==> src/rtl/conv_layer_sched_pkg.sv <==
// Shared definitions for the convolution layer scheduler: FSM state encoding,
// error codes, ps_control / pl_status bit positions and descriptor field offsets.
package conv_layer_sched_pkg;

  // Scheduler FSM states (4-bit encoding).
  typedef enum logic [3:0] {
    S_IDLE  = 4'd0,
    S_FETCH = 4'd1,
    S_CHECK = 4'd2,
    S_CLR   = 4'd3,
    S_START = 4'd4,
    S_WAIT  = 4'd5,
    S_NEXT  = 4'd6,
    S_DONE  = 4'd7,
    S_ERR   = 4'd8,
    S_ABORT = 4'd9
  } state_e;

  // Error codes reported in pl_status[7:4].
  typedef enum logic [3:0] {
    ERR_NONE       = 4'd0,
    ERR_BAD_DESC   = 4'd1,
    ERR_WDOG       = 4'd2,
    ERR_ZERO_COUNT = 4'd3,
    ERR_OVER_COUNT = 4'd4
  } err_code_e;

  // ps_control bit positions.
  localparam int PS_START_BIT = 0;
  localparam int PS_ABORT_BIT = 1;
  localparam int PS_COUNT_LSB = 8;

  // pl_status bit positions.
  localparam int ST_DONE_BIT  = 0;
  localparam int ST_BUSY_BIT  = 1;
  localparam int ST_ERR_BIT   = 2;
  localparam int ST_ABORT_BIT = 3;
  localparam int ST_CODE_LSB  = 4;
  localparam int ST_LAYER_LSB = 8;

  // Descriptor geometry: three 32-bit words per layer, packed {w2, w1, w0}.
  localparam int DESC_WORDS = 3;
  localparam int W0_LSB     = 0;
  localparam int W1_LSB     = 32;
  localparam int W2_LSB     = 64;

  // Field offsets within each descriptor word.
  localparam int W0_M_LSB           = 24;
  localparam int W0_N_LSB           = 16;
  localparam int W0_K_LSB           = 12;
  localparam int W0_IFM_R_LSB       = 6;
  localparam int W0_IFM_C_LSB       = 0;
  localparam int W1_IFM_BASE_LSB    = 16;
  localparam int W1_KERNEL_BASE_LSB = 0;
  localparam int W2_OFM_BASE_LSB    = 16;
  localparam int W2_FLAG_LAST_BIT   = 0;

  // Decoded view of one layer descriptor.
  typedef struct packed {
    logic [7:0]  m;
    logic [7:0]  n;
    logic [3:0]  k;
    logic [5:0]  ifm_r;
    logic [5:0]  ifm_c;
    logic [15:0] ifm_base;
    logic [15:0] kernel_base;
    logic [15:0] ofm_base;
    logic        last;
  } desc_t;

endpackage

==> src/rtl/conv_layer_sched_desc_fetch.sv <==
// desc_fetch: 4-cycle descriptor read pipeline. Issues the three word
// addresses of one layer on cycles 0-2 and captures the BRAM data (one-cycle
// read latency) on cycles 1-3. 'valid' is high in the cycle the last word is
// captured; 'desc' holds the complete descriptor from the following cycle.
module desc_fetch
  import conv_layer_sched_pkg::*;
#(
  parameter int DESC_BASE   = 0,
  parameter int BYTE_OFFSET = 4
) (
  input  logic        clk,
  input  logic        reset,
  input  logic        go,
  input  logic        cancel,
  input  logic [7:0]  layer,
  input  logic [31:0] rddata,
  output logic [31:0] addr,
  output logic [95:0] desc,
  output logic        valid
);

  logic       active;
  logic [1:0] phase;

  assign valid = active && (phase == 2'd3);

  // Address issue and word capture sequencer.
  always_ff @(posedge clk or negedge reset) begin
    if (!reset) begin
      active <= 1'b0;
      phase  <= 2'd0;
      addr   <= '0;
      desc   <= '0;
    end else if (cancel) begin
      active <= 1'b0;
      phase  <= 2'd0;
    end else if (go) begin
      // Word 0 address is presented in the first FETCH cycle.
      active <= 1'b1;
      phase  <= 2'd0;
      addr   <= 32'(DESC_BASE) + 32'(BYTE_OFFSET) * (32'(DESC_WORDS) * {24'd0, layer});
    end else if (active) begin
      phase <= phase + 2'd1;
      if (phase == 2'd0 || phase == 2'd1) begin
        addr <= addr + 32'(BYTE_OFFSET);
      end
      case (phase)
        2'd1:    desc[W0_LSB +: 32] <= rddata;
        2'd2:    desc[W1_LSB +: 32] <= rddata;
        2'd3:    desc[W2_LSB +: 32] <= rddata;
        default: ;
      endcase
      if (phase == 2'd3) begin
        active <= 1'b0;
      end
    end
  end

endmodule

==> src/rtl/conv_layer_sched.sv <==
// conv_layer_sched: walks the per-layer descriptor table, validates each
// descriptor, programs the engine configuration, pulses eng_start and waits
// for eng_done, reporting progress through pl_status.
// Optional feature: define SCHED_WDOG_EN to bound WAIT with a cycle watchdog
// (WDOG_CYCLES); without it WAIT is unbounded.
module conv_layer_sched
  import conv_layer_sched_pkg::*;
#(
  parameter int MAX_LAYERS  = 16,
  parameter int DESC_BASE   = 0,
  parameter int BYTE_OFFSET = 4,
  parameter int WDOG_CYCLES = 65535
) (
  input  logic        clk,
  input  logic        reset,
  input  logic [31:0] ps_control,
  output logic [31:0] pl_status,
  output logic [31:0] desc_addr,
  input  logic [31:0] desc_rddata,
  output logic        eng_clr,
  output logic        eng_start,
  input  logic        eng_done,
  output logic [7:0]  cfg_m,
  output logic [7:0]  cfg_n,
  output logic [3:0]  cfg_k,
  output logic [5:0]  cfg_ifm_r,
  output logic [5:0]  cfg_ifm_c,
  output logic [5:0]  cfg_ofm_r,
  output logic [5:0]  cfg_ofm_c,
  output logic [15:0] cfg_ifm_base,
  output logic [15:0] cfg_kernel_base,
  output logic [15:0] cfg_ofm_base
);

  state_e      state;
  err_code_e   err_code;
  logic        start_q;
  logic [7:0]  n_layers;
  logic [7:0]  layer;
  logic        last_flag;
  logic        done_bit;
  logic        err_bit;
  logic        abort_bit;
`ifdef SCHED_WDOG_EN
  logic [31:0] wdog_cnt;
`endif

  logic [7:0]  count_in;
  logic        start_rise;
  logic        cnt_zero;
  logic        cnt_over;
  logic        abort_req;
  logic        last_layer;
  logic        desc_bad;
  logic        busy;
  logic        fetch_go;
  logic [7:0]  fetch_layer;
  logic [95:0] fetch_desc;
  logic        fetch_valid;
  desc_t       d;
  logic        unused_bits;

  assign count_in   = ps_control[PS_COUNT_LSB +: 8];
  assign start_rise = ps_control[PS_START_BIT] && !start_q;
  assign cnt_zero   = (count_in == 8'd0);
  assign cnt_over   = (count_in > 8'(MAX_LAYERS));
  assign abort_req  = ps_control[PS_ABORT_BIT] &&
                      !(state inside {S_IDLE, S_DONE, S_ERR, S_ABORT});
  assign last_layer = ((layer + 8'd1) == n_layers) || last_flag;
  assign busy       = !(state inside {S_IDLE, S_DONE, S_ERR});

  // The fetch pipeline is launched in the cycle the FSM moves into FETCH so
  // that the word 0 address is already on the bus in the first FETCH cycle.
  assign fetch_go    = !abort_req &&
                       ((state == S_IDLE && start_rise && !cnt_zero && !cnt_over) ||
                        (state == S_NEXT && !last_layer));
  assign fetch_layer = (state == S_NEXT) ? (layer + 8'd1) : 8'd0;

  desc_fetch #(
    .DESC_BASE   (DESC_BASE),
    .BYTE_OFFSET (BYTE_OFFSET)
  ) u_fetch (
    .clk    (clk),
    .reset  (reset),
    .go     (fetch_go),
    .cancel (abort_req),
    .layer  (fetch_layer),
    .rddata (desc_rddata),
    .addr   (desc_addr),
    .desc   (fetch_desc),
    .valid  (fetch_valid)
  );

  // Descriptor field decode; only consumed in CHECK.
  assign d.m           = fetch_desc[W0_LSB + W0_M_LSB +: 8];
  assign d.n           = fetch_desc[W0_LSB + W0_N_LSB +: 8];
  assign d.k           = fetch_desc[W0_LSB + W0_K_LSB +: 4];
  assign d.ifm_r       = fetch_desc[W0_LSB + W0_IFM_R_LSB +: 6];
  assign d.ifm_c       = fetch_desc[W0_LSB + W0_IFM_C_LSB +: 6];
  assign d.ifm_base    = fetch_desc[W1_LSB + W1_IFM_BASE_LSB +: 16];
  assign d.kernel_base = fetch_desc[W1_LSB + W1_KERNEL_BASE_LSB +: 16];
  assign d.ofm_base    = fetch_desc[W2_LSB + W2_OFM_BASE_LSB +: 16];
  assign d.last        = fetch_desc[W2_LSB + W2_FLAG_LAST_BIT];

  // A zero dimension or a kernel larger than the input map is rejected; the
  // latter guarantees the output-size subtraction below never wraps.
  assign desc_bad = (d.m == 8'd0) || (d.n == 8'd0) || (d.k == 4'd0) ||
                    ({2'b00, d.k} > d.ifm_r) || ({2'b00, d.k} > d.ifm_c);

  // Reserved control bits and the non-last descriptor flags are don't-cares.
`ifdef SCHED_WDOG_EN
  assign unused_bits = ^{ps_control[31:16], ps_control[7:2],
                         fetch_desc[W2_LSB + 1 +: 15]};
`else
  assign unused_bits = ^{ps_control[31:16], ps_control[7:2],
                         fetch_desc[W2_LSB + 1 +: 15], 32'(WDOG_CYCLES)};
`endif

  // Status word assembly from registered state.
  always_comb begin
    // NOTE: default the whole word first so every bit is assigned on every path and no latch is inferred.
    pl_status                        = '0;
    pl_status[ST_DONE_BIT]           = done_bit;
    pl_status[ST_BUSY_BIT]           = busy;
    pl_status[ST_ERR_BIT]            = err_bit;
    pl_status[ST_ABORT_BIT]          = abort_bit;
    pl_status[ST_CODE_LSB +: 4]      = err_code;
    pl_status[ST_LAYER_LSB +: 8]     = layer;
  end

  // Scheduler FSM with registered engine controls, configuration and status.
  always_ff @(posedge clk or negedge reset) begin
    if (!reset) begin
      state           <= S_IDLE;
      err_code        <= ERR_NONE;
      start_q         <= 1'b0;
      n_layers        <= '0;
      layer           <= '0;
      last_flag       <= 1'b0;
      done_bit        <= 1'b0;
      err_bit         <= 1'b0;
      abort_bit       <= 1'b0;
      eng_clr         <= 1'b0;
      eng_start       <= 1'b0;
      cfg_m           <= '0;
      cfg_n           <= '0;
      cfg_k           <= '0;
      cfg_ifm_r       <= '0;
      cfg_ifm_c       <= '0;
      cfg_ofm_r       <= '0;
      cfg_ofm_c       <= '0;
      cfg_ifm_base    <= '0;
      cfg_kernel_base <= '0;
      cfg_ofm_base    <= '0;
`ifdef SCHED_WDOG_EN
      wdog_cnt        <= '0;
`endif
    end else begin
      start_q   <= ps_control[PS_START_BIT];
      // NOTE: non-blocking defaults make the pulses one cycle wide; a later assignment in this block overrides them.
      eng_clr   <= 1'b0;
      eng_start <= 1'b0;

      if (abort_req) begin
        // Abort wins over everything, including a simultaneous eng_done.
        state     <= S_ABORT;
        eng_clr   <= 1'b1;
        abort_bit <= 1'b1;
      end else begin
        unique case (state)
          S_IDLE: begin
            if (start_rise) begin
              n_layers  <= count_in;
              layer     <= '0;
              err_bit   <= 1'b0;
              abort_bit <= 1'b0;
              err_code  <= ERR_NONE;
              if (cnt_zero) begin
                state    <= S_ERR;
                err_bit  <= 1'b1;
                err_code <= ERR_ZERO_COUNT;
              end else if (cnt_over) begin
                state    <= S_ERR;
                err_bit  <= 1'b1;
                err_code <= ERR_OVER_COUNT;
              end else begin
                state <= S_FETCH;
              end
            end
          end
          S_FETCH: begin
            if (fetch_valid) state <= S_CHECK;
          end
          S_CHECK: begin
            if (desc_bad) begin
              state    <= S_ERR;
              err_bit  <= 1'b1;
              err_code <= ERR_BAD_DESC;
            end else begin
              cfg_m           <= d.m;
              cfg_n           <= d.n;
              cfg_k           <= d.k;
              cfg_ifm_r       <= d.ifm_r;
              cfg_ifm_c       <= d.ifm_c;
              cfg_ofm_r       <= d.ifm_r - {2'b00, d.k} + 6'd1;
              cfg_ofm_c       <= d.ifm_c - {2'b00, d.k} + 6'd1;
              cfg_ifm_base    <= d.ifm_base;
              cfg_kernel_base <= d.kernel_base;
              cfg_ofm_base    <= d.ofm_base;
              last_flag       <= d.last;
              eng_clr         <= 1'b1;
              state           <= S_CLR;
            end
          end
          S_CLR: begin
            eng_start <= 1'b1;
            state     <= S_START;
          end
          S_START: begin
`ifdef SCHED_WDOG_EN
            wdog_cnt <= '0;
`endif
            state <= S_WAIT;
          end
          S_WAIT: begin
            if (eng_done) begin
              state <= S_NEXT;
`ifdef SCHED_WDOG_EN
            end else if (wdog_cnt == 32'(WDOG_CYCLES - 1)) begin
              state    <= S_ERR;
              err_bit  <= 1'b1;
              err_code <= ERR_WDOG;
              eng_clr  <= 1'b1;
            end else begin
              wdog_cnt <= wdog_cnt + 32'd1;
`endif
            end
          end
          S_NEXT: begin
            layer <= layer + 8'd1;
            if (last_layer) begin
              state    <= S_DONE;
              done_bit <= 1'b1;
            end else begin
              state <= S_FETCH;
            end
          end
          S_DONE: begin
            if (!ps_control[PS_START_BIT]) begin
              state    <= S_IDLE;
              done_bit <= 1'b0;
            end
          end
          S_ERR: begin
            if (!ps_control[PS_START_BIT]) state <= S_IDLE;
          end
          S_ABORT: begin
            state <= S_IDLE;
          end
          default: begin
            state <= S_IDLE;
          end
        endcase
      end
    end
  end

endmodule

==> config.mk <==
export PLATFORM = sky130hd
export DESIGN_NAME = conv_layer_sched
export DESIGN_NICKNAME = d
export VERILOG_FILES = /design/src/rtl/conv_layer_sched_pkg.sv /design/src/rtl/conv_layer_sched_desc_fetch.sv /design/src/rtl/conv_layer_sched.sv
export SDC_FILE = /design/constraint.sdc
export NUM_CORES = 1
export LEC_CHECK = 0
export CAP_MARGIN = 10
export CORE_ASPECT_RATIO = 2
export CORE_MARGIN = 2
export CORE_UTILIZATION = 32
export DETAILED_ROUTE_END_ITERATION = 6
export GPL_ROUTABILITY_DRIVEN = 0
export PLACE_DENSITY = 0.62
export SLEW_MARGIN = 15
export SYNTH_ARGS = -nofsm -noshare
export SYNTH_HDL_FRONTEND = slang
export SYNTH_SLANG_ARGS = --single-unit
==> constraint.sdc <==
create_clock -name clk -period 3.1 [get_ports clk]
set_input_delay 0.465 -clock clk [delete_from_list [all_inputs] [get_ports clk]]
set_output_delay 0.465 -clock clk [all_outputs]
set_load 0.01 [all_outputs]
==> results_dict.tcl <==
set metrics [dict create \
    outcome "complete, no violations" \
    hp-class "flip-flop to flip-flop" \
    crit_arrival_ns 3.38 \
    avgSynthCellArea_um2 12.3 \
    clockBufferDepth 3 \
    maxCapViolations 0 \
    grt_pass1_vias 8304 \
    period_share_pct 95.6 \
    cp_max_fo 17 \
    setup_tns_ns 0 \
    clk_pin_slew_ns 0.07 \
    core_um2 34400 \
    p_seq_share_pct 37.7 \
    start_kind "flip-flop" \
    drt-vias-per-instance 4.86 \
    pre_cts_ws_ns 0.00369 \
    drc_errors 0 \
    cts_sinks 236 \
    hold_viol 0 \
    seq_area_frac_synth_pct 52.8 \
    async_flop_share_pct 100 \
    grt_usage_pct 16.4 \
    synth_top_cell_by_area "dfrtp_1" \
    pwr-share-comb_pct 36.3 \
    hpwlAfterDp_mm 22.1 \
    ios 225 \
    drive_gt1_share_pct 25.9 \
    synth_cells 911 \
    power.density_nw_per_um2 826 \
    slew_headroom_pct 55.5 \
    hold_slack_ns 0.491 \
    crit_path_end_kind "flip-flop" \
    synth-seq-cells 236 \
    cp_num_buf_inv 2 \
    path_depth 9 \
    p_int_w 0.00824 \
    p_switching_w 0.00402 \
    htree_levels 1 \
    startpoint "layer[0]" \
    routed_wl_mm 29.7 \
    grt_overflow 0 \
    worst_pin_slew_ns 0.664 \
    first_pass_iters 4 \
    clk_latency_ns 0.53 \
    path_cells "ha_1 > buf_4 > xor2_1 > nor4_2 > o2111ai_2 > a21o_1 > or3_1 > buf_12 > mux2_4" \
    critPathMaxStageDelay_ns 0.45 \
    start_util_pct 32.5 \
    drv_slew 0 \
    first_iter_violations 311 \
    antenna_left 0 \
    regToRegSetupSlack_ns 0.14 \
    ys_types 61 \
    rsz0062_at_grt "no" \
    die_y_um 268 \
    dieArea_um2 36500 \
    setup_slack_ns 0.136 \
    wire_per_inst_um 18.6 \
    path_class "flip-flop to flip-flop" \
    grt_pass1_wl_mm 46.2 \
    postLayoutCellArea_um2 14800 \
    cts_tree "done" \
    via_count 7778 \
    antenna_found_initial 1 \
    slowest_stage "dfrtp_2" \
    r2r_cells 9 \
    placed_cell_area_um2 13900 \
    syn_area_um2 11200 \
    leakagePower_nw 6.88 \
    synth_edf_count 0 \
    clock_skew_ns 0.0191 \
    yosysWarnings 0 \
    synth_top_area_share_pct 52.8 \
    total_power_w 0.0123 \
    crit_family "simple AND/OR/NAND/NOR gates" \
    yosysMostFrequentCell "dfrtp_1" \
    required_ns 3.51 \
    p_sw_share_pct 32.8 \
    grt_max_degree 75 \
    die_w_um 136 \
    timing.rr.end "u_fetch.desc[90]" \
    min_period_ns 2.96 \
    r2r-start "layer[0]" \
    row_count 96 \
    syn2layout_area_growth_pct 32.7 \
    crit_end "u_fetch.desc[90]" \
    ys.flop_type "dfrtp_1" \
    setup_violations 0 \
    yosys-top-cells-area "dfrtp_1 (53%), mux2_2 (17%), ha_1 (4.6%)" \
    fin_nets 1252 \
    port_buffers 183 \
    irDropWorstVdd_mv 0.541 \
    fmax_ghz 0.337 \
    p_clk_share_pct 26.0 \
    cts-root-buf "clkbuf_16" \
    ys_top_cells_by_count "dfrtp_1 (236), mux2_2 (171), nor2_1 (65), nand2_1 (47), inv_1 (42)" \
    cts_buffers 23 \
]
-- metal layers --
| layer | track usage [%] | part of all wire [%] |
|---|---|---|
| met5 | 0 | 0 |
| met4 | 6.70 | 3.4 |
| met3 | 2.38 | 4.2 |
| met2 | 31.9 | 58 |
| met1 | 17.1 | 35 |
-- cell usage in the layout (no fill, tap or decap), types with 13 or more instances in the layout --
| cell | n |
|---|---|
| o21ai_0 | 13 |
| a21oi_1 | 25 |
| xnor2_1 | 24 |
| nand3_1 | 17 |
| dfrtp_1 | 235 |
| ha_1 | 41 |
| clkbuf_16 | 23 |
| buf_4 | 50 |
| nor2_1 | 62 |
| nand2_1 | 47 |
| inv_1 | 42 |
| nor3_1 | 13 |
| clkdlybuf4s50_1 | 182 |
| xor2_1 | 13 |
| mux2_2 | 171 |
| conb_1 | 19 |
-- state kept, by name (all words and copies together), names as in the netlist, 2 cells and up --
register	cells
cfg_ofm_c	6
layer	8
cfg_kernel_base	16
cfg_ifm_c	6
cfg_ifm_r	6
cfg_ofm_r	6
u_fetch.addr	30
u_fetch.desc	81
cfg_k	4
cfg_ofm_base	16
u_fetch.phase	2
cfg_m	8
state	4
err_code	3
cfg_n	8
cfg_ifm_base	16
n_layers	8
-- worst reg2reg max path, delay by kind of cell (launching register included) --
kind / cells / cell delay [ns]
AO/OA/AOI/OAI: 2 / 0.59
XOR/XNOR: 1 / 0.14
adder cells (fa/ha/maj): 1 / 0.33
buffers and inverters: 2 / 0.35
flip-flops: 1 / 0.45
multiplexers: 1 / 0.33
AND/OR/NAND/NOR: 2 / 0.66
-- per-stage QoR --
step	cells	util [%]
finish	1600	43.2
global route	1600	43.2
CTS	1599	43.1
detailed placement	1552	40.4
global placement	1552	40.4
floorplan	929	-
-- repair_timing --
item	in CTS	in global routing
setup buffers	3	0
endpoints found under the setup margin	20	31
pin swaps	1	0
hold buffers	1	0
hold endpoints to repair	69	0
gates cloned	1	0
gates resized for setup	2	7
-- logic make-up (layout without fill, tap and decap cells) --
| kind of cell | after synthesis | in the layout | synth area share, % |
|---|---|---|---|
| compound gates | 95 | 95 | 5.78 |
| mux | 192 | 192 | 19.6 |
| flops | 236 | 236 | 52.8 |
| other cells | 1 | 20 | 0.0336 |
| fa+ha+maj | 44 | 44 | 5.13 |
| buf+inv | 101 | 330 | 4.44 |
| simple gates | 202 | 202 | 8.73 |
| xor+xnor | 40 | 40 | 3.46 |
-- cell type report --
cell class | instances | area [um2]
Multi-Input combinational cell | 592 | 4880
Timing Repair Buffer | 246 | 2480
Antenna cell | 1 | 2.50
Sequential cell | 236 | 5910
Fill cell | 3280 | 19500
Clock inverter | 14 | 226
Clock buffer | 28 | 624
Tap cell | 441 | 552
Inverter | 42 | 158
-- worst min-delay path by stage --
stage,startpoint,endpoint,slack [ns],depth (start not counted)
global route,ps_control[0],start_q,0.52,1
finish,u_fetch.desc[52],u_fetch.desc[52],0.49,1
global placement,u_fetch.desc[52],u_fetch.desc[52],0.47,1
CTS,u_fetch.desc[57],u_fetch.desc[57],0.50,1
detailed placement,u_fetch.desc[51],u_fetch.desc[51],0.48,1
floorplan,reset,abort_bit,0.17,0
-- power by group through the flow --
stage,sequential [W],clock [W],combinational [W]
2_1_floorplan,0.00461,0,0.00256
3_3_place_gp,0.00465,0,0.00440
3_5_place_dp,0.00468,0,0.00447
4_1_cts,0.00462,0.00329,0.00452
5_1_grt,0.00473,0.00342,0.00495
6_report,0.00462,0.00319,0.00445
Note: power is estimated with default switching activity, not from simulation.
